**src/rtl/dmem_access_ctrl_pkg.sv**
```systemverilog
// Shared types for the memory-stage access controller: bus structs, access size
// encoding and the controller state enum.
package dmem_access_ctrl_pkg;

  localparam int DATA_W = 64;

  typedef enum logic [1:0] {
    MSIZE1 = 2'd0,
    MSIZE2 = 2'd1,
    MSIZE4 = 2'd2,
    MSIZE8 = 2'd3
  } msize_t;

  typedef struct packed {
    logic              valid;
    logic [DATA_W-1:0] addr;
    msize_t            size;
    logic [7:0]        strobe;
    logic [DATA_W-1:0] data;
  } dbus_req_t;

  typedef struct packed {
    logic              data_ok;
    logic [DATA_W-1:0] data;
  } dbus_resp_t;

  typedef enum logic [1:0] {
    IDLE = 2'd0,
    WAIT = 2'd1,
    DONE = 2'd2
  } mem_ctl_state_t;

  // Byte-enable pattern of an access at lane 0.
  function automatic logic [7:0] size_strobe(input msize_t s);
    logic [7:0] b;
    case (s)
      MSIZE1:  b = 8'h01;
      MSIZE2:  b = 8'h03;
      MSIZE4:  b = 8'h0f;
      default: b = 8'hff;
    endcase
    return b;
  endfunction

endpackage

```
**src/rtl/dmem_access_ctrl_lane_fmt.sv**
```systemverilog
// Byte-lane formatting for data memory: store shift/strobe and load
// extract/extend. Pure combinational so it can be shared with other paths.
module mem_lane_fmt
  import dmem_access_ctrl_pkg::*;
(
  input  msize_t            size_i,
  input  logic              unsigned_i,
  input  logic [2:0]        addr_lo_i,
  input  logic [DATA_W-1:0] wdata_i,
  input  logic [DATA_W-1:0] rdata_i,
  output logic [DATA_W-1:0] st_data_o,
  output logic [7:0]        st_strobe_o,
  output logic [DATA_W-1:0] ld_data_o
);

  logic [5:0]        bit_sh;
  logic [DATA_W-1:0] rd_sh;

  assign bit_sh      = {addr_lo_i, 3'b000};
  assign st_data_o   = wdata_i << bit_sh;
  assign st_strobe_o = size_strobe(size_i) << addr_lo_i;
  assign rd_sh       = rdata_i >> bit_sh;

  always_comb begin
    ld_data_o = rd_sh;
    case (size_i)
      MSIZE1:  ld_data_o = unsigned_i ? {56'd0, rd_sh[7:0]}
                                      : {{56{rd_sh[7]}}, rd_sh[7:0]};
      MSIZE2:  ld_data_o = unsigned_i ? {48'd0, rd_sh[15:0]}
                                      : {{48{rd_sh[15]}}, rd_sh[15:0]};
      MSIZE4:  ld_data_o = unsigned_i ? {32'd0, rd_sh[31:0]}
                                      : {{32{rd_sh[31]}}, rd_sh[31:0]};
      default: ld_data_o = rd_sh;
    endcase
  end

endmodule

```
**src/rtl/dmem_access_ctrl.sv**
```systemverilog
// Memory-stage data access sequencer: issues one dbus request per load/store,
// stalls until data_ok, then holds the result until the pipeline advances.
module dmem_access_ctrl
  import dmem_access_ctrl_pkg::*;
#(
  parameter int XLEN = 64
) (
  input  logic            clk,
  input  logic            reset,
  input  logic            mem_valid,
  input  logic            mem_write,
  input  msize_t          mem_size,
  input  logic            mem_unsigned,
  input  logic [XLEN-1:0] mem_addr,
  input  logic [XLEN-1:0] mem_wdata,
  input  logic            advance,
  output dbus_req_t       dreq,
  input  dbus_resp_t      dresp,
  output logic            stall,
  output logic [XLEN-1:0] load_data,
  output logic            done,
  output logic            misalign,
  output mem_ctl_state_t  state_dbg
);

  // Handshake: dreq.valid stays high from the first WAIT cycle until the
  // cycle dresp.data_ok is seen; the request fields are held stable by the
  // stall. data_ok outside WAIT (e.g. after a reset) is ignored.

  mem_ctl_state_t  state_q;
  logic            valid_q;
  logic            done_q;
  logic [XLEN-1:0] data_q;
  logic [XLEN-1:0] st_data;
  logic [7:0]      st_strobe;
  logic [XLEN-1:0] ld_data;
  logic            start;

  always_comb begin
    misalign = 1'b0;
    case (mem_size)
      MSIZE2:  misalign = mem_addr[0];
      MSIZE4:  misalign = |mem_addr[1:0];
      MSIZE8:  misalign = |mem_addr[2:0];
      default: misalign = 1'b0;
    endcase
    misalign = misalign & mem_valid;
  end

  assign start = mem_valid && !misalign;

  always_ff @(posedge clk) begin
    if (reset) begin
      state_q <= IDLE;
      valid_q <= 1'b0;
      done_q  <= 1'b0;
      data_q  <= '0;
    end else begin
      case (state_q)
        IDLE: if (start) begin
          state_q <= WAIT;
          valid_q <= 1'b1;
        end
        WAIT: if (dresp.data_ok) begin
          state_q <= DONE;
          valid_q <= 1'b0;
          done_q  <= 1'b1;
          data_q  <= dresp.data;
        end
        DONE: if (advance) begin
          state_q <= IDLE;
          done_q  <= 1'b0;
        end
        default: begin
          state_q <= IDLE;
          valid_q <= 1'b0;
          done_q  <= 1'b0;
        end
      endcase
    end
  end

  mem_lane_fmt u_fmt (
    .size_i      (mem_size),
    .unsigned_i  (mem_unsigned),
    .addr_lo_i   (mem_addr[2:0]),
    .wdata_i     (mem_wdata),
    .rdata_i     (data_q),
    .st_data_o   (st_data),
    .st_strobe_o (st_strobe),
    .ld_data_o   (ld_data)
  );

  always_comb begin
    dreq        = '0;
    dreq.valid  = valid_q;
    dreq.addr   = mem_addr;
    dreq.size   = mem_size;
    dreq.strobe = mem_write ? st_strobe : 8'h00;
    dreq.data   = st_data;
  end

  // IDLE stalls combinationally on detect so the EX/MEM register never
  // moves past an access that has not been issued yet.
  assign stall     = (state_q == WAIT) || ((state_q == IDLE) && start);
  assign done      = done_q;
  assign load_data = ld_data;
  assign state_dbg = state_q;

  a_valid_held_in_wait: assert property (
    @(posedge clk) disable iff (reset) (state_q == WAIT) |-> mem_valid
  );

endmodule

```
**config.mk**
```make
export PLATFORM = sky130hd
export DESIGN_NAME = dmem_access_ctrl
export DESIGN_NICKNAME = d
export VERILOG_FILES = /design/src/rtl/dmem_access_ctrl_pkg.sv /design/src/rtl/dmem_access_ctrl_lane_fmt.sv /design/src/rtl/dmem_access_ctrl.sv
export SDC_FILE = /design/constraint.sdc
export NUM_CORES = 1
export LEC_CHECK = 0
export ABC_AREA = 1
export CAP_MARGIN = 20
export CELL_PAD_IN_SITES_DETAIL_PLACEMENT = 2
export CELL_PAD_IN_SITES_GLOBAL_PLACEMENT = 2
export CORE_MARGIN = 4
export CORE_UTILIZATION = 19
export CTS_CLUSTER_SIZE = 14
export DETAILED_ROUTE_END_ITERATION = 16
export PLACE_DENSITY = 0.93
export SYNTH_ARGS = -nofsm -noshare
export SYNTH_HDL_FRONTEND = slang
export SYNTH_SLANG_ARGS = --single-unit
```
**constraint.sdc**
```tcl
create_clock -name clk -period 3.5 [get_ports clk]
set_clock_uncertainty 0.15 [all_clocks]
set_input_delay 0.7 -clock clk [delete_from_list [all_inputs] [get_ports clk]]
set_output_delay 0.7 -clock clk [all_outputs]
set_load 0.05 [all_outputs]
```
==> flow_results.org, run 1 <==
** Layout
- Final core utilization :: 0.325
- Growth of design area from synthesis to finish :: 68.3%
- Ratio of cells with drive above 1 in the final layout :: 0.181
- The final layout contains about 1.6k nets.

** Setup path
- Data arrives at the worst endpoint at between 2000 and 3000 ps.
- In this run the critical register-to-register path is captured at data_q[2].
- On the worst path, the slowest cell contributes a delay of 340 ps.
- In this run the critical register-to-register path is launched from state_dbg[0].
- The critical path goes through buf_4, buf_12, o21ai_0, nand2_1, o21ai_0, o21ai_0, o21ai_1, buf_4, buf_12.
- Required time worst endpoint :: about 2700 ps
- For the worst flop-to-flop path, the logic depth is 7.
- Critical Path Fanout Max :: 69
- Crit path top cell by count :: sky130_fd_sc_hd__o21ai_0
- Slowest library cell on the worst path :: sky130_fd_sc_hd__o21ai_0
- The worst setup path is launched from an input port.
- Path type of the worst setup path :: input port to output pin
- Element type at the critical path end :: output pin
- Register-to-register path setup slack :: around 1400 ps

** Logic synthesis
- Post-Synth Simple-Gate Area :: 0.339
- Most instantiated flip-flop cell in the synthesis netlist :: sky130_fd_sc_hd__dfxtp_1
- In this run the cell area of the synthesized design comes to a little under 7000 um2.
- Synth Area in Adders :: 0
- Largest family of logic cells by synthesized area :: simple AND/OR/NAND/NOR gates
- Synth unique cells :: 32
- By area the synthesized netlist is led by sky130_fd_sc_hd__dfxtp_1 20%, sky130_fd_sc_hd__nand2_1 16%, sky130_fd_sc_hd__o21ai_0 10%.
- The compound-gate portion of the synthesized area is 0.231.
- Average footprint of a synthesized cell :: between 5 and 6 um2
- After synthesis the netlist holds a flip-flop and latch count of around 70.
- Register area share after synthesis :: 0.198
- Of the post-synthesis cell area, the part taken by muxes is 0.0334.
- Of the post-synthesis cell area, the dominant cell type holds 0.198.
- Yosys printed 0 warnings.
- In this run, synthesis inferred 0 flip-flops with an integrated enable.
- Post-synth ARST share :: 0
- Gate count after technology mapping :: around 1.2k
- Net count after synthesis :: between 1k and 1.5k
- Synth Area in XOR/XNOR :: 0
- Cell taking the most area after synthesis :: sky130_fd_sc_hd__dfxtp_1

** Timing
- Static timing analysis puts the maximum clock frequency at 291 MHz.
- The count of endpoints failing hold in the final timing report is 0.
- Final Setup Violations :: 0
- Transition time at the pin with the least slew margin :: roughly 540 ps
- Across all hold checks on the routed design, the worst slack comes to about 330 ps.
- Relative max-transition margin :: 0.638
- Number of max-slew violations in the final report :: 0
- Setup repair after global routing left no endpoint under its margin.
- Of the available clock period, the critical path in the final layout requires 0.981.
- The worst path needs roughly 3400 ps of the cycle, external delays included.
- Setup_tns :: 0 ps

** Floorplanning
- Area of the core :: ~36000 um2
- Vertical die dimension :: approximately 200 um
- 409 I/O pins were placed.
- Count of standard-cell rows :: 69
- Die W :: between 150 and 200 um
- Starting density of the core :: 0.193
- Total die area :: slightly below 40000 um2

** Route
- Wires add up to around 44000 um.
- After the first detailed-routing iteration, the DRC count stood at about 720.
- The routed layout has 9416 vias.
- # DRC :: 0
- Final routed wire length divided by cell count :: ~24 um
- Post-detailed-route via-to-cell ratio :: between 5 and 6
- For this run, the detailed router's first-pass iteration total came to 5.
- The detail route stage leaves a number of antenna-violating nets equal to 0.

** Placement
- The congestion estimate from routability-driven global placement came to roughly 0.89.
- Buffers added on ports :: about 290
- Detailed placement finished with a half-perimeter wire length of ~36000 um.

** Pwr
- Logic gate share of total power :: 0.515
- Power comes to between 3 and 4 mW.
- The share of total power dissipated in sequential elements is 0.216.
- Power Density :: ~340 nW/um2
- Clock network power share :: 0.269
- Internal Pwr Total :: between 2 and 2.5 mW
- Maximum resistive drop on vdd :: 0.000270 V
- Summed over all cells, the static leakage comes to 4.90 nW.
- Sw power :: approximately 1.6 mW
- Sw Ratio :: 0.407

** GRT
- Across every metal layer, demand over resource in global routing totals 0.214.
- Global-route wire length before repair :: between 60000 and 70000 um
- Pin count of the biggest net entering global routing :: 70
- The via count of the first global-routing pass is between 10k and 15k.
- Number of antenna violations at the first check in global routing :: 4
- For this run the aggregate overflow at the end of global routing stands at 0.

** Job
- Max-capacitance violation count :: 0

** CTS
- Clock sink count :: 68
- Clock H-tree levels :: 3
- Root buffer cell :: sky130_fd_sc_hd__clkbuf_16
- Maximum number of buffers from clock root to sink :: 2
- TritonCTS built the clock tree.
- Clock-pin slew reported for the worst setup and hold paths after clock tree synthesis :: about 60 ps
- Count of hold buffers inserted by post-cts repair :: 0
- Clock insertion delay at the later pin of the skew report :: approximately 340 ps
- In this run the post-CTS setup repair buffer count came out at 0.
- TritonCTS Buffers :: 9

** Min path
- The path with the worst hold slack has its endpoint at data_q[4].
- Number of cells on the worst hold path :: 2
- The startpoint identified for the worst hold timing path is data_q[4].
- Class of the tightest hold or removal check :: flop to flop

** Run status
- Status :: finished clean
## power by group through the flow
stage               logic [mW]  clock network, mW  registers, mW
floorplan                 1.12                  0          0.847
global placement          1.92                  0          0.848
detailed placement        1.98                  0          0.853
CTS                       2.00               1.06          0.837
global route              2.09               1.09          0.840
finish                    2.00               1.05          0.838
## how the worst max path moves through the flow
stage                           start       endpoint  slack, ps  cells past startpoint
after floorplan           mem_addr[2]       dreq[32]         10                      5
after global placement    mem_addr[0]       dreq[39]        160                      7
after detailed placement  mem_addr[0]  load_data[42]        -30                     10
after CTS                 mem_addr[0]   load_data[8]         50                      9
after global routing      mem_addr[0]       dreq[50]         30                      9
final                     mem_addr[0]   load_data[8]         70                      9
## critical path: cells and delay by family
kind,cells,cell delay [ps]
compound gates,4,1010
buf+inv,4,650
simple gates,1,190
## layout make-up
class / instances / area, um2
diodes: 2 / 5.00
clock buffers: 11 / 253
clock inverters: 5 / 83.8
fillers: 4118 / 24100
inverters: 91 / 342
multi-input cells: 860 / 4180
flip-flops and latches: 68 / 1360
well taps: 461 / 577
repair buffers: 360 / 4780
## through the flow
stage | instances | instance area [um2] | worst slack [ps]
after floorplan | 1188 | 6880 | 13.1
after global placement | 1840 | 11200 | 161
after detailed placement | 1840 | 11200 | -27.4
after CTS | 1856 | 11600 | 50.0
after global routing | 1858 | 11600 | 26.3
final | 1858 | 11600 | 66.2
## placed cells by master (no fill, tap or decap)
| cell type | netlist | final |
|---|---|---|
| sky130_fd_sc_hd__o22ai_1 | 13 | 13 |
| sky130_fd_sc_hd__clkinvlp_4 | 0 | 2 |
| sky130_fd_sc_hd__nand3_4 | 0 | 1 |
| sky130_fd_sc_hd__nand3_1 | 88 | 86 |
| sky130_fd_sc_hd__inv_2 | 1 | 3 |
| sky130_fd_sc_hd__clkbuf_8 | 0 | 2 |
| sky130_fd_sc_hd__o21ai_1 | 13 | 15 |
| sky130_fd_sc_hd__clkbuf_16 | 0 | 9 |
| sky130_fd_sc_hd__nand4_2 | 1 | 1 |
| sky130_fd_sc_hd__buf_12 | 0 | 138 |
| sky130_fd_sc_hd__o21ai_0 | 143 | 141 |
| sky130_fd_sc_hd__nand4_1 | 32 | 32 |
| sky130_fd_sc_hd__a31oi_1 | 1 | 1 |
| sky130_fd_sc_hd__nand2_4 | 1 | 2 |
| sky130_fd_sc_hd__o31ai_1 | 10 | 10 |
| sky130_fd_sc_hd__buf_4 | 76 | 78 |
| sky130_fd_sc_hd__nor3_1 | 3 | 3 |
| sky130_fd_sc_hd__nand3_2 | 1 | 2 |
| sky130_fd_sc_hd__clkdlybuf4s50_1 | 0 | 142 |
| sky130_fd_sc_hd__inv_1 | 89 | 88 |
| sky130_fd_sc_hd__a21oi_1 | 39 | 39 |
| sky130_fd_sc_hd__nor2_2 | 2 | 3 |
| sky130_fd_sc_hd__o221ai_1 | 1 | 1 |
| sky130_fd_sc_hd__mux2i_1 | 23 | 23 |
| sky130_fd_sc_hd__nand3b_1 | 1 | 1 |
| sky130_fd_sc_hd__bufinv_16 | 0 | 2 |
| sky130_fd_sc_hd__dfxtp_1 | 68 | 68 |
| sky130_fd_sc_hd__nor2_1 | 123 | 122 |
| sky130_fd_sc_hd__or2_2 | 3 | 3 |
| sky130_fd_sc_hd__diode_2 | 0 | 2 |
| sky130_fd_sc_hd__clkinv_4 | 0 | 1 |
| sky130_fd_sc_hd__a211oi_1 | 48 | 48 |
| sky130_fd_sc_hd__o21a_1 | 1 | 1 |
| sky130_fd_sc_hd__o211ai_1 | 10 | 10 |
| sky130_fd_sc_hd__nand2_2 | 3 | 3 |
| sky130_fd_sc_hd__buf_2 | 30 | 2 |
| sky130_fd_sc_hd__nand2_1 | 300 | 299 |
## state kept, by name, indices dropped and copies added (netlist names)
signal     count
state_dbg      2
valid_q        1
done           1
data_q        64
## routing by layer
metal | global-route usage | vias up | routed length (um)
li1 | - | 4295 | -
met1 | 0.266 | 4634 | 18300
met2 | 0.357 | 367 | 21300
met3 | 0.0541 | 116 | 2900
met4 | 0.0826 | 4 | 1850
met5 | 0 | - | 27
## synthesized netlist by cell type (10+ instances only)
master	number
sky130_fd_sc_hd__dfxtp_1	68
sky130_fd_sc_hd__nor2_1	123
sky130_fd_sc_hd__inv_1	89
sky130_fd_sc_hd__nand4_1	32
sky130_fd_sc_hd__nand3_1	88
sky130_fd_sc_hd__mux2i_1	23
sky130_fd_sc_hd__buf_2	30
sky130_fd_sc_hd__buf_4	76
sky130_fd_sc_hd__a21oi_1	39
sky130_fd_sc_hd__nand2_1	300
sky130_fd_sc_hd__o22ai_1	13
sky130_fd_sc_hd__o21ai_0	143
sky130_fd_sc_hd__o211ai_1	10
sky130_fd_sc_hd__clkbuf_1	41
sky130_fd_sc_hd__buf_1	13
sky130_fd_sc_hd__o31ai_1	10
sky130_fd_sc_hd__o21ai_1	13
sky130_fd_sc_hd__a211oi_1	48
## what timing repair did
item / 4_1_cts / 5_1_grt
setup endpoints to repair: 20 / 5
pin swaps: 0 / 0
gates resized for setup: 1 / 4
## kinds of logic after synthesis
| group | Yosys count |
|---|---|
| buffers and inverters | 260 |
| flip-flops | 68 |
| multiplexers | 23 |
| AND/OR/NAND/NOR | 558 |
| AO/OA/AOI/OAI | 279 |
(Power assumes the default switching activity.)
==> run 2: changes to the inputs <==
--- a/config.mk
+++ b/config.mk
@@ -11,6 +11,7 @@
 export CELL_PAD_IN_SITES_GLOBAL_PLACEMENT = 2
 export CORE_MARGIN = 4
 export CORE_UTILIZATION = 19
+export CTS_CLUSTER_DIAMETER = 80
 export CTS_CLUSTER_SIZE = 14
 export DETAILED_ROUTE_END_ITERATION = 16
 export PLACE_DENSITY = 0.93
==> results of run 2 <==
The final DEF is identical to that of run 1; final timing and power are the same.
==> run 3: changes to the inputs <==
--- a/config.mk
+++ b/config.mk
@@ -6,15 +6,15 @@
 export NUM_CORES = 1
 export LEC_CHECK = 0
 export ABC_AREA = 1
-export CAP_MARGIN = 20
 export CELL_PAD_IN_SITES_DETAIL_PLACEMENT = 2
 export CELL_PAD_IN_SITES_GLOBAL_PLACEMENT = 2
 export CORE_MARGIN = 4
-export CORE_UTILIZATION = 19
+export CORE_UTILIZATION = 20
 export CTS_CLUSTER_DIAMETER = 80
 export CTS_CLUSTER_SIZE = 14
 export DETAILED_ROUTE_END_ITERATION = 16
-export PLACE_DENSITY = 0.93
+export PLACE_DENSITY = 0.92
 export SYNTH_ARGS = -nofsm -noshare
 export SYNTH_HDL_FRONTEND = slang
+export SYNTH_HIERARCHICAL = 1
 export SYNTH_SLANG_ARGS = --single-unit
==> flow_results.org, run 3 <==
** Route
- For this block, the routed nets add up to 42300 um of wire.
- For this block, the initial DRC count from the detailed router was slightly above 400.
- After detailed routing, the average wire length per cell comes to roughly 23 um.
- For this run, design rule violations remaining after detail routing come to 0.
- The count of nets left with antenna violations once routing finished came out at 0.
- Post-detailed-route via-to-cell ratio :: approximately 5
- Count of TritonRoute iterations in the first routing pass :: 5
- The routed layout has 9307 vias.

** CTS
- After clock tree synthesis, the clock-pin slew on the worst setup and hold paths is about 60 ps.
- Clock insertion delay at the later pin of the skew report :: between 300 and 400 ps
- Cells resized by post-CTS repair :: 0
- TritonCTS Buffers :: 9
- Clock tree from TritonCTS :: yes
- Clock H-tree levels :: 3
- Buffers inserted to repair hold after CTS numbered 0.
- In this run the deepest clock path goes through 2 buffers.
- CTS saw slightly below 70 sinks.
- CTS placed an instance of sky130_fd_sc_hd__clkbuf_16 at the clock tree root.
- Buffers inserted by post-CTS timing repair :: 0

** GRT
- Number of antenna violations at the first check in global routing :: 3
- Vias in the first global route :: between 10k and 15k
- The first global-routing pass estimated 63400 um of wire.
- For this run, the total global-route usage over all layers was measured as 0.200.
- Total congestion overflow after global routing :: 0
- Entering global routing, the biggest net connects 77 pins.

** Floorplanning
- In this run the horizontal extent of the chip is about 200 um.
- Starting density of the core :: 0.203
- In this run the standard cell core region covers ~37000 um2.
- The floorplan step defined a die boundary enclosing between 40000 and 50000 um2.
- I/O Pins :: roughly 410
- Row generation in the floorplan step produced 70 rows.
- The die is around 200 um tall.

** Pwr
- Power Density :: about 310 nW/um2
- Maximum resistive drop on vdd :: approximately 0.00026 V
- The share of total power dissipated in the clock network is 0.276.
- The share of total power dissipated in combinational logic is 0.500.
- Part of the power in registers :: 0.224
- Cell internal power was estimated by the tool at roughly 2.2 mW.
- The analysis attributes to cell leakage a power of approximately 5 nW.
- Of the total power, the share spent switching nets is 0.399.
- Sw power :: about 1.5 mW
- The completed layout was analyzed and its total power is 3.67 mW.

** Logic synthesis
- Most instantiated flip-flop cell in the synthesis netlist :: sky130_fd_sc_hd__dfxtp_1
- Netlist area before placement :: around 7400 um2
- Ranked by instance count, the synthesized netlist is headed by 416 x sky130_fd_sc_hd__nand2_1, 105 x sky130_fd_sc_hd__o21ai_0, 86 x sky130_fd_sc_hd__nand3_1.
- Post-synth ARST share :: 0
- Most common cell in the synthesized netlist :: sky130_fd_sc_hd__nand2_1
- The synthesized design contains 0 enable-type register cells.
- The cell count after synthesis came out at 1226.
- Yosys warning count :: 6
- By area the synthesized netlist is led by sky130_fd_sc_hd__nand2_1 21%, sky130_fd_sc_hd__dfxtp_1 18%, sky130_fd_sc_hd__buf_4 7.8%.
- Of the post-synthesis cell area, the dominant cell type holds 0.210.
- The number of nets in the synthesized netlist is between 1k and 1.5k.
- Register area share after synthesis :: 0.183
- Synth unique cells :: 29
- Number of synthesized register bits :: 68
- A synthesized cell averages roughly 6.1 um2.
- Cell taking the most area after synthesis :: sky130_fd_sc_hd__nand2_1

** Setup path
- Required time worst endpoint :: ~2700 ps
- The worst setup path is launched from an input port.
- The worst setup path is captured at an output pin.
- Path type of the worst setup path :: input port to output pin
- FF-to-FF Start :: state_dbg[1]
- Reg-to-Reg End :: data_q[57]
- Register-to-register path setup slack :: 1690 ps
- Critical Path Fanout Max :: 54
- FF-to-FF path depth :: 7
- Worst Path Arrival :: between 2000 and 3000 ps

** Layout
- At the end of the flow, the number of nets in the layout was ~1.6k.
- Ratio of cells with drive above 1 in the final layout :: 0.238
- Final core utilization :: 0.322
- data_q holds more flip-flops than any other register.
- The filler cells instantiated in the layout total 4205.
- Registers take roughly 1400 um2.
- The finished cells cover roughly 12000 um2.
- Most frequent cells in the layout :: 416 x sky130_fd_sc_hd__nand2_1, 148 x sky130_fd_sc_hd__buf_12, 141 x sky130_fd_sc_hd__clkdlybuf4s50_1
- Total area of multi-input combinational cells :: between 4000 and 5000 um2
- Compared with the post-synthesis result, the final layout area differs by 58.8%.
- Commonest non-fill, non-tap cell in the layout :: sky130_fd_sc_hd__nand2_1
- The register with the most flip-flops in the layout has 64 of them.
- Post-route insts no fill :: 1867

** Placement
- Buffers placed on the I/O ports in this run total about 290.
- Counting tap cells, the placed design contains a total of 1850 instances.
- Timing analysis after detailed placement gives a worst setup slack of a little over 90 ps.
- Detailed placement HPWL :: around 34000 um
- After detailed placement, the total cell area comes to between 10000 and 15000 um2.
- Final RePlAce weighted congestion :: 0.897

** Timing
- Portion of the clock cycle consumed by the worst path in the final layout :: 0.997
- The count of endpoints failing hold in the final timing report is 0.
- Transition time at the pin with the least slew margin :: between 700 and 800 ps
- For this run, the top clock speed supported by timing is ~290 MHz.
- The worst path meets setup with about 11 ps of slack.
- Across all hold checks on the routed design, the worst slack comes to 315 ps.
- Setup repair after global routing missed its margin :: no
- The max-slew violation total from the final report came to 0.
- Final worst path period need :: 3490 ps
- Setup violations remaining at the end of the flow were counted as 0.
- Setup_tns :: 0 ps
- In this run the tightest slew margin relative to its limit is 0.509.

** Run status
- Status :: finished clean

** Min path
- The worst hold path was traced through 2 stages.
- For hold timing, the worst endpoint is valid_q.
- The worst hold path begins at valid_q.
- The path class of the tightest hold or removal check is flop to flop.

** Job
- Max-capacitance violation count :: 0
[run 3: cell types whose count changed after synthesis, sizes merged, moves of 18 or more]
cell    change
a211oi     -48
a21oi      +47
inv        -30
nand2     +167
nor2       -72
o211ai     +18
o21ai      -36
[run 3: how the worst max path moves through the flow]
stage | slack, ps | depth (start not counted) | start | endpoint
after global placement | 140 | 9 | mem_addr[0] | load_data[5]
after global routing | 10 | 9 | mem_addr[0] | load_data[5]
after detailed placement | 90 | 9 | mem_addr[0] | load_data[4]
after CTS | 90 | 9 | mem_addr[0] | load_data[4]
after floorplan | 30 | 7 | mem_addr[1] | dreq[40]
final | 10 | 9 | mem_addr[0] | load_data[5]
[run 3: power groups by stage]
stage	clock [mW]	sequential (mW)	combinational, mW
6_report	1.02	0.823	1.84
5_1_grt	1.07	0.825	1.93
2_1_floorplan	0	0.833	1.10
3_5_place_dp	0	0.839	1.84
3_3_place_gp	0	0.837	1.79
4_1_cts	1.03	0.822	1.85
[run 3: area by class of cell]
| type | count | area share |
|---|---|---|
| multi-input cells | 928 | 0.394 |
| inverters | 63 | 0.0203 |
| diodes | 1 | 0.000212 |
| clock inverters | 5 | 0.00721 |
| flip-flops and latches | 68 | 0.115 |
| clock buffers | 11 | 0.0206 |
| well taps | 468 | 0.0496 |
| repair buffers | 323 | 0.392 |
[run 3: critical path, stage by stage]
cell	delay [ps]
sky130_fd_sc_hd__buf_4	130
sky130_fd_sc_hd__buf_12	230
sky130_fd_sc_hd__buf_4	300
sky130_fd_sc_hd__o21ai_0	190
sky130_fd_sc_hd__o21ai_0	430
sky130_fd_sc_hd__nand2_1	180
sky130_fd_sc_hd__o21ai_0	140
sky130_fd_sc_hd__buf_4	170
sky130_fd_sc_hd__buf_12	130
[run 3: layer usage]
layer / vias to the layer above / part of all wire / global-route usage
met5: - / 0 / 0
met4: 0 / 0.051 / 0.0929
met3: 118 / 0.061 / 0.0489
met2: 352 / 0.51 / 0.367
met1: 4559 / 0.37 / 0.218
li1: 4278 / - / -
[run 3: cells by family after synthesis]
logic type             Yosys count  share of synthesized area
muxes                           22                     0.0296
buffers and inverters          230                      0.191
AOI/OAI and AO/OA              249                      0.211
and+or+nand+nor                657                      0.385
DFF                             68                      0.183
==> variant 1 (flow settings as in run 3) <==
Put one more register stage on the output `state_dbg`. The value now appears one clock later. The other outputs are not delayed to match.
--- a/src/rtl/dmem_access_ctrl.sv
+++ b/src/rtl/dmem_access_ctrl.sv
@@ -105,7 +105,9 @@
   assign stall     = (state_q == WAIT) || ((state_q == IDLE) && start);
   assign done      = done_q;
   assign load_data = ld_data;
-  assign state_dbg = state_q;
+  always_ff @(posedge clk) begin
+    state_dbg <= state_q;
+  end
 
   a_valid_held_in_wait: assert property (
     @(posedge clk) disable iff (reset) (state_q == WAIT) |-> mem_valid
Formal check against the unedited RTL: not equivalent (Yosys sat finds a counterexample within 4 cycles, from zero or initial values and one cycle with reset high).
==> variant 1 against run 3 <==
Sequential cell count increased by 2; critical path type unchanged; cell area shrank 1.2%; die area decreased by 1.3%; total power fell by 3.1%; setup slack better by 0.051 ns; routed wire length grew 0.30%; sequential power increased by 2.9%; synthesized area fell by 1.3%; sequential share of layout area increased by 0.48 points; critical path depth down 3; global-route usage barely moved; cell count is 0.27% lower.
==> variant 1: results (changes against run 3) <==
\begin{tabular}{lr}
\hline
Metric & Value \\
\hline
\multicolumn{2}{l}{\textbf{Status}} \\
Status & completed \\
\multicolumn{2}{l}{\textbf{Placement}} \\
Area of placed instances & 11,300 µm² (-1.3\%) \\
Placement Setup Slack & 0.0826 ns (-0.00907 ns) \\
RD Place Congestion & 0.917 (+2.2\%) \\
Estimated wirelength of the detail-placed design & 33,700 µm (+0.57\%) \\
Number of cells after detailed placement & 1,839 (-0.59\%) \\
\multicolumn{2}{l}{\textbf{Worst setup path}} \\
Arrival @ worst endpoint & 2.59 ns (-0.05 ns) \\
Max FO, Critical Path & 32 (-41\%) \\
\multicolumn{2}{l}{\textbf{Logic synthesis}} \\
Synthesized instance count & 1,228 (+0.16\%) \\
Ranking of synthesized cells by instance count & sky130\_fd\_sc\_hd\_\_nand2\_1, sky130\_fd\_sc\_hd\_\_o21ai\_0, sky130\_fd\_sc\_hd\_\_nand3\_1, sky130\_fd\_sc\_hd\_\_buf\_4, sky130\_fd\_sc\_hd\_\_dfxtp\_1 \\
Most area-consuming cells after synthesis & sky130\_fd\_sc\_hd\_\_nand2\_1, sky130\_fd\_sc\_hd\_\_dfxtp\_1, sky130\_fd\_sc\_hd\_\_buf\_4, sky130\_fd\_sc\_hd\_\_o21ai\_0, sky130\_fd\_sc\_hd\_\_nand3\_1 \\
Synthesized Nets & 1,429 (+0.14\%) \\
\multicolumn{2}{l}{\textbf{Power}} \\
VDD IR-drop max & 0.180 mV (-32\%) \\
Leakage dissipation & 4.82 nW (-0.87\%) \\
\multicolumn{2}{l}{\textbf{Detailed routing}} \\
Aggregate routed wire length & 42,400 µm (+0.30\%) \\
Routed len/inst & 22.8 µm (+0.57\%) \\
Vias per Instance & 4.98 (-0.16\%) \\
\multicolumn{2}{l}{\textbf{Cells and area}} \\
Fraction of final layout cells with drive strength greater than 1 & 20.4\% (-3.5 points) \\
Sequential cell area & 1400 µm² (+2.9\%) \\
Fillcell total & 4,139 (-1.6\%) \\
\multicolumn{2}{l}{\textbf{Global route}} \\
Met3 capacity usage during global routing & 4.48\% (-0.41 points) \\
Met1 GRT Util & 22.6\% (+0.80 points) \\
Global-route usage over all layers & 20.1\% (about the same) \\
Via count of the first global-routing pass & 9,981 (-2.6\%) \\
Maximum number of pins on one net before global-route repair & 69 (-10\%) \\
First-pass GRT wire length & 61,200 µm (-3.4\%) \\
Antenna violations before repair & 6 (+3) \\
GR Layer Usage met2 & 36.0\% (-0.67 points) \\
\multicolumn{2}{l}{\textbf{Timing}} \\
Max-Slew Margin vs Limit & 31.6\% (-19 points) \\
\hline
\end{tabular}
variant 1: layer usage:
layer  share of wire, %  wire (µm)
met5                  0          0
met4                4.2       1790
met3                6.6       2800
met2                 51      21600
met1                 38      16200
variant 1: area by class of cell:
| class | instances | area share [%] |
|---|---|---|
| antenna | 6 | 0.129 |
| clock buffer | 13 | 2.32 |
| clock inverter | 3 | 0.150 |
| inverter | 63 | 2.05 |
| multi-input combinational | 928 | 38.8 |
| sequential | 70 | 12.0 |
| tap | 461 | 4.95 |
| timing repair buffer | 318 | 39.6 |
variant 1: cell families after synthesis:
family          after synthesis  share of synthesized area [%]
buf+inv                     230                           19.4
simple gates                657                           38.0
compound gates              249                           20.5
mux                          22                           3.00
flops                        70                           19.1
variant 1: final timing paths:
check / cells past startpoint / endpoint / slack [ns] / start
setup / recovery: 6 / load_data[40] / 0.06 / mem_size[0]
hold / removal: 0 / state_dbg[1] / 0.27 / state_q[1]
setup reg to reg: 7 / data_q[40] / 1.76 / state_q[1]
hold reg to reg: 0 / state_dbg[1] / 0.27 / state_q[1]
variant 1: worst max-delay path, stage by stage:
cell and delay [ns]:
sky130_fd_sc_hd__clkdlybuf4s50_1 0.73, sky130_fd_sc_hd__nor2_1 0.10, sky130_fd_sc_hd__nand3_1 0.10, sky130_fd_sc_hd__buf_4 0.35, sky130_fd_sc_hd__nand4_1 0.34, sky130_fd_sc_hd__buf_12 0.26
variant 1: repair_timing:
| item | 4_1_cts | 5_1_grt |
|---|---|---|
| endpoints found under the setup margin | 0 | 8 |
| hold buffers | 0 | 0 |
| resized for setup | 0 | 4 |
variant 1: where the power goes:
part	total [W]	switching [W]	internal, W	leakage [nW]
Sequential	0.000847	0.0000260	0.000821	0.567
Clock	0.000893	0.000357	0.000536	0.142
Combinational	0.00182	0.00106	0.000758	4.11
==> variant 2 (config.mk and constraints of run 3) <==
Without the edit above. Make the reset (`reset`) asynchronous in one clocked block.
--- a/src/rtl/dmem_access_ctrl.sv
+++ b/src/rtl/dmem_access_ctrl.sv
@@ -49,7 +49,7 @@
 
   assign start = mem_valid && !misalign;
 
-  always_ff @(posedge clk) begin
+  always_ff @(posedge clk or posedge reset) begin
     if (reset) begin
       state_q <= IDLE;
       valid_q <= 1'b0;
Formal check against the unedited RTL: differs if reset is asserted again (counterexample within 4 cycles, from zero or initial values and one cycle with reset high); with reset held inactive, the same outputs for 4 cycles.
==> variant 2 against run 3 <==
Sequential share of layout area up 3.0 points; routed wire length up 1.1%; setup slack better by 0.12 ns; utilization up 0.37 points; cell area down 0.77%; synthesized area down 1.2%; highest routed layer unchanged; global-route usage up 0.37 points; worst hold slack better by 0.025 ns; largest cell class is now non-clock buffers; sequential cell count unchanged.
Power is not compared: it rests on default switching activity, and its combinational part moved more than twofold at a synthesized area within 25%.
==> variant 2: results (changes against run 3) <==
\begin{tabular}{lr}
\hline
Metric & Value \\
\hline
\multicolumn{2}{l}{\textbf{Global route}} \\
Global-route usage over all layers & 20.4\% (+0.37 points) \\
Via count of the first global-routing pass & 10,100 (-1.6\%) \\
Maximum number of pins on one net before global-route repair & 76 (-1.3\%) \\
First-pass GRT wire length & 62,800 µm (-0.89\%) \\
\multicolumn{2}{l}{\textbf{Logic synthesis}} \\
Ranking of synthesized cells by instance count & sky130\_fd\_sc\_hd\_\_nand2\_1, sky130\_fd\_sc\_hd\_\_nand3\_1, sky130\_fd\_sc\_hd\_\_o21ai\_0, sky130\_fd\_sc\_hd\_\_buf\_4, sky130\_fd\_sc\_hd\_\_dfrtp\_1 \\
Dominant synthesized flop cell & sky130\_fd\_sc\_hd\_\_dfrtp\_1 \\
Most area-consuming cells after synthesis & sky130\_fd\_sc\_hd\_\_nand2\_1, sky130\_fd\_sc\_hd\_\_dfrtp\_1, sky130\_fd\_sc\_hd\_\_nand3\_1, sky130\_fd\_sc\_hd\_\_buf\_4, sky130\_fd\_sc\_hd\_\_o21ai\_0 \\
Proportion of synthesized flip-flops having asynchronous set or reset & 100\% (+100 points) \\
Sequential-to-total area share from yosys stat & 23.2\% (+4.9 points) \\
Number of unique standard cell types used by synthesis & 28 (-3.4\%) \\
Mean instance size in the synthesized netlist & 5.98 µm² (-1.2\%) \\
\multicolumn{2}{l}{\textbf{Placement}} \\
RD Place Congestion & 0.975 (+8.6\%) \\
Estimated wirelength of the detail-placed design & 34,500 µm (+2.8\%) \\
Placement Setup Slack & 0.141 ns (+0.0493 ns) \\
Number of cells after detailed placement & 1,845 (-0.27\%) \\
\multicolumn{2}{l}{\textbf{Detailed routing}} \\
Vias per Instance & 4.99 (+0.17\%) \\
Initial DRC count & 396 (-2.9\%) \\
Aggregate routed wire length & 42,700 µm (+1.1\%) \\
Routed len/inst & 22.9 µm (+1.3\%) \\
\multicolumn{2}{l}{\textbf{Timing}} \\
Max-Slew Margin vs Limit & 52.1\% (+1.2 points) \\
Min cycle time layout & 3.37 ns (-0.117 ns) \\
\multicolumn{2}{l}{\textbf{Worst setup path}} \\
Crit-path slowest cell & sky130\_fd\_sc\_hd\_\_buf\_4 \\
Arrival @ worst endpoint & 2.52 ns (-0.12 ns) \\
Endpoint of the most critical setup path & load\_data[38] \\
Worst r2r src & state\_dbg[1] \\
Source of the critical timing path & mem\_addr[0] \\
Length in cells of the worst reg-to-reg path & 6 (-1) \\
Max FO, Critical Path & 24 (-56\%) \\
CP max stage delay & 0.28 ns (-0.15 ns) \\
Reg2reg end & done \\
\multicolumn{2}{l}{\textbf{Status}} \\
Status & completed \\
\multicolumn{2}{l}{\textbf{CTS}} \\
Post-CTS setup buffers & 0 (unchanged) \\
\multicolumn{2}{l}{\textbf{Power}} \\
VDD IR-drop max & 0.322 mV \\
\multicolumn{2}{l}{\textbf{Cells and area}} \\
Fraction of final layout cells with drive strength greater than 1 & 16.0\% (-7.8 points) \\
Number of flip-flops under the largest register name & 64 (unchanged) \\
Total Nets Final & 1,596 (+0.13\%) \\
\hline
\end{tabular}
## variant 2: area by class of cell
| cell class | count | area, µm² |
|---|---|---|
| Clock buffer | 10 | 239 |
| Antenna cell | 3 | 7.51 |
| Tap cell | 461 | 577 |
| Clock inverter | 6 | 48.8 |
| Multi-Input combinational cell | 925 | 4280 |
| Sequential cell | 68 | 1700 |
| Fill cell | 4153 | 24200 |
| Inverter | 67 | 254 |
| Timing Repair Buffer | 324 | 4590 |
## variant 2: how the worst min path moves through the flow
stage	from	endpoint	cells past startpoint	slack, ns
2_1_floorplan	data_q[41]	data_q[41]	2	0.30
3_3_place_gp	data_q[51]	data_q[51]	2	0.32
3_5_place_dp	data_q[48]	data_q[48]	2	0.34
4_1_cts	data_q[48]	data_q[48]	2	0.35
5_1_grt	data_q[7]	data_q[7]	2	0.38
6_report	data_q[48]	data_q[48]	2	0.34
## variant 2: stage by stage
stage	area (µm²)	total power (W)	hold slack [ns]	setup TNS [ns]	util (%)
2_1_floorplan	7340	0.00372	0.299	0	-
5_1_grt	11700	0.00680	0.377	-0.00111	32.6
6_report	11700	0.00642	0.341	0	32.6
4_1_cts	11700	0.00647	0.352	0	32.6
3_3_place_gp	11400	0.00537	0.316	0	31.8
3_5_place_dp	11400	0.00554	0.336	0	31.8
## variant 2: kinds of logic (layout without fill, tap and decap cells)
group	after synthesis	in the layout	synth area share, %
compound gates	185	185	13.9
buf+inv	233	407	18.6
flops	68	68	23.2
mux	22	22	3.00
other cells	0	3	0
simple gates	718	718	41.4
## variant 2: layer usage
| layer | global-route usage, % | share of wire [%] | up-vias |
|---|---|---|---|
| met1 | 23.7 | 40 | 4617 |
| met5 | 0 | 0 | - |
| met4 | 9.18 | 4.7 | 0 |
| li1 | - | - | 4272 |
| met3 | 3.47 | 5.2 | 98 |
| met2 | 36.7 | 50 | 321 |
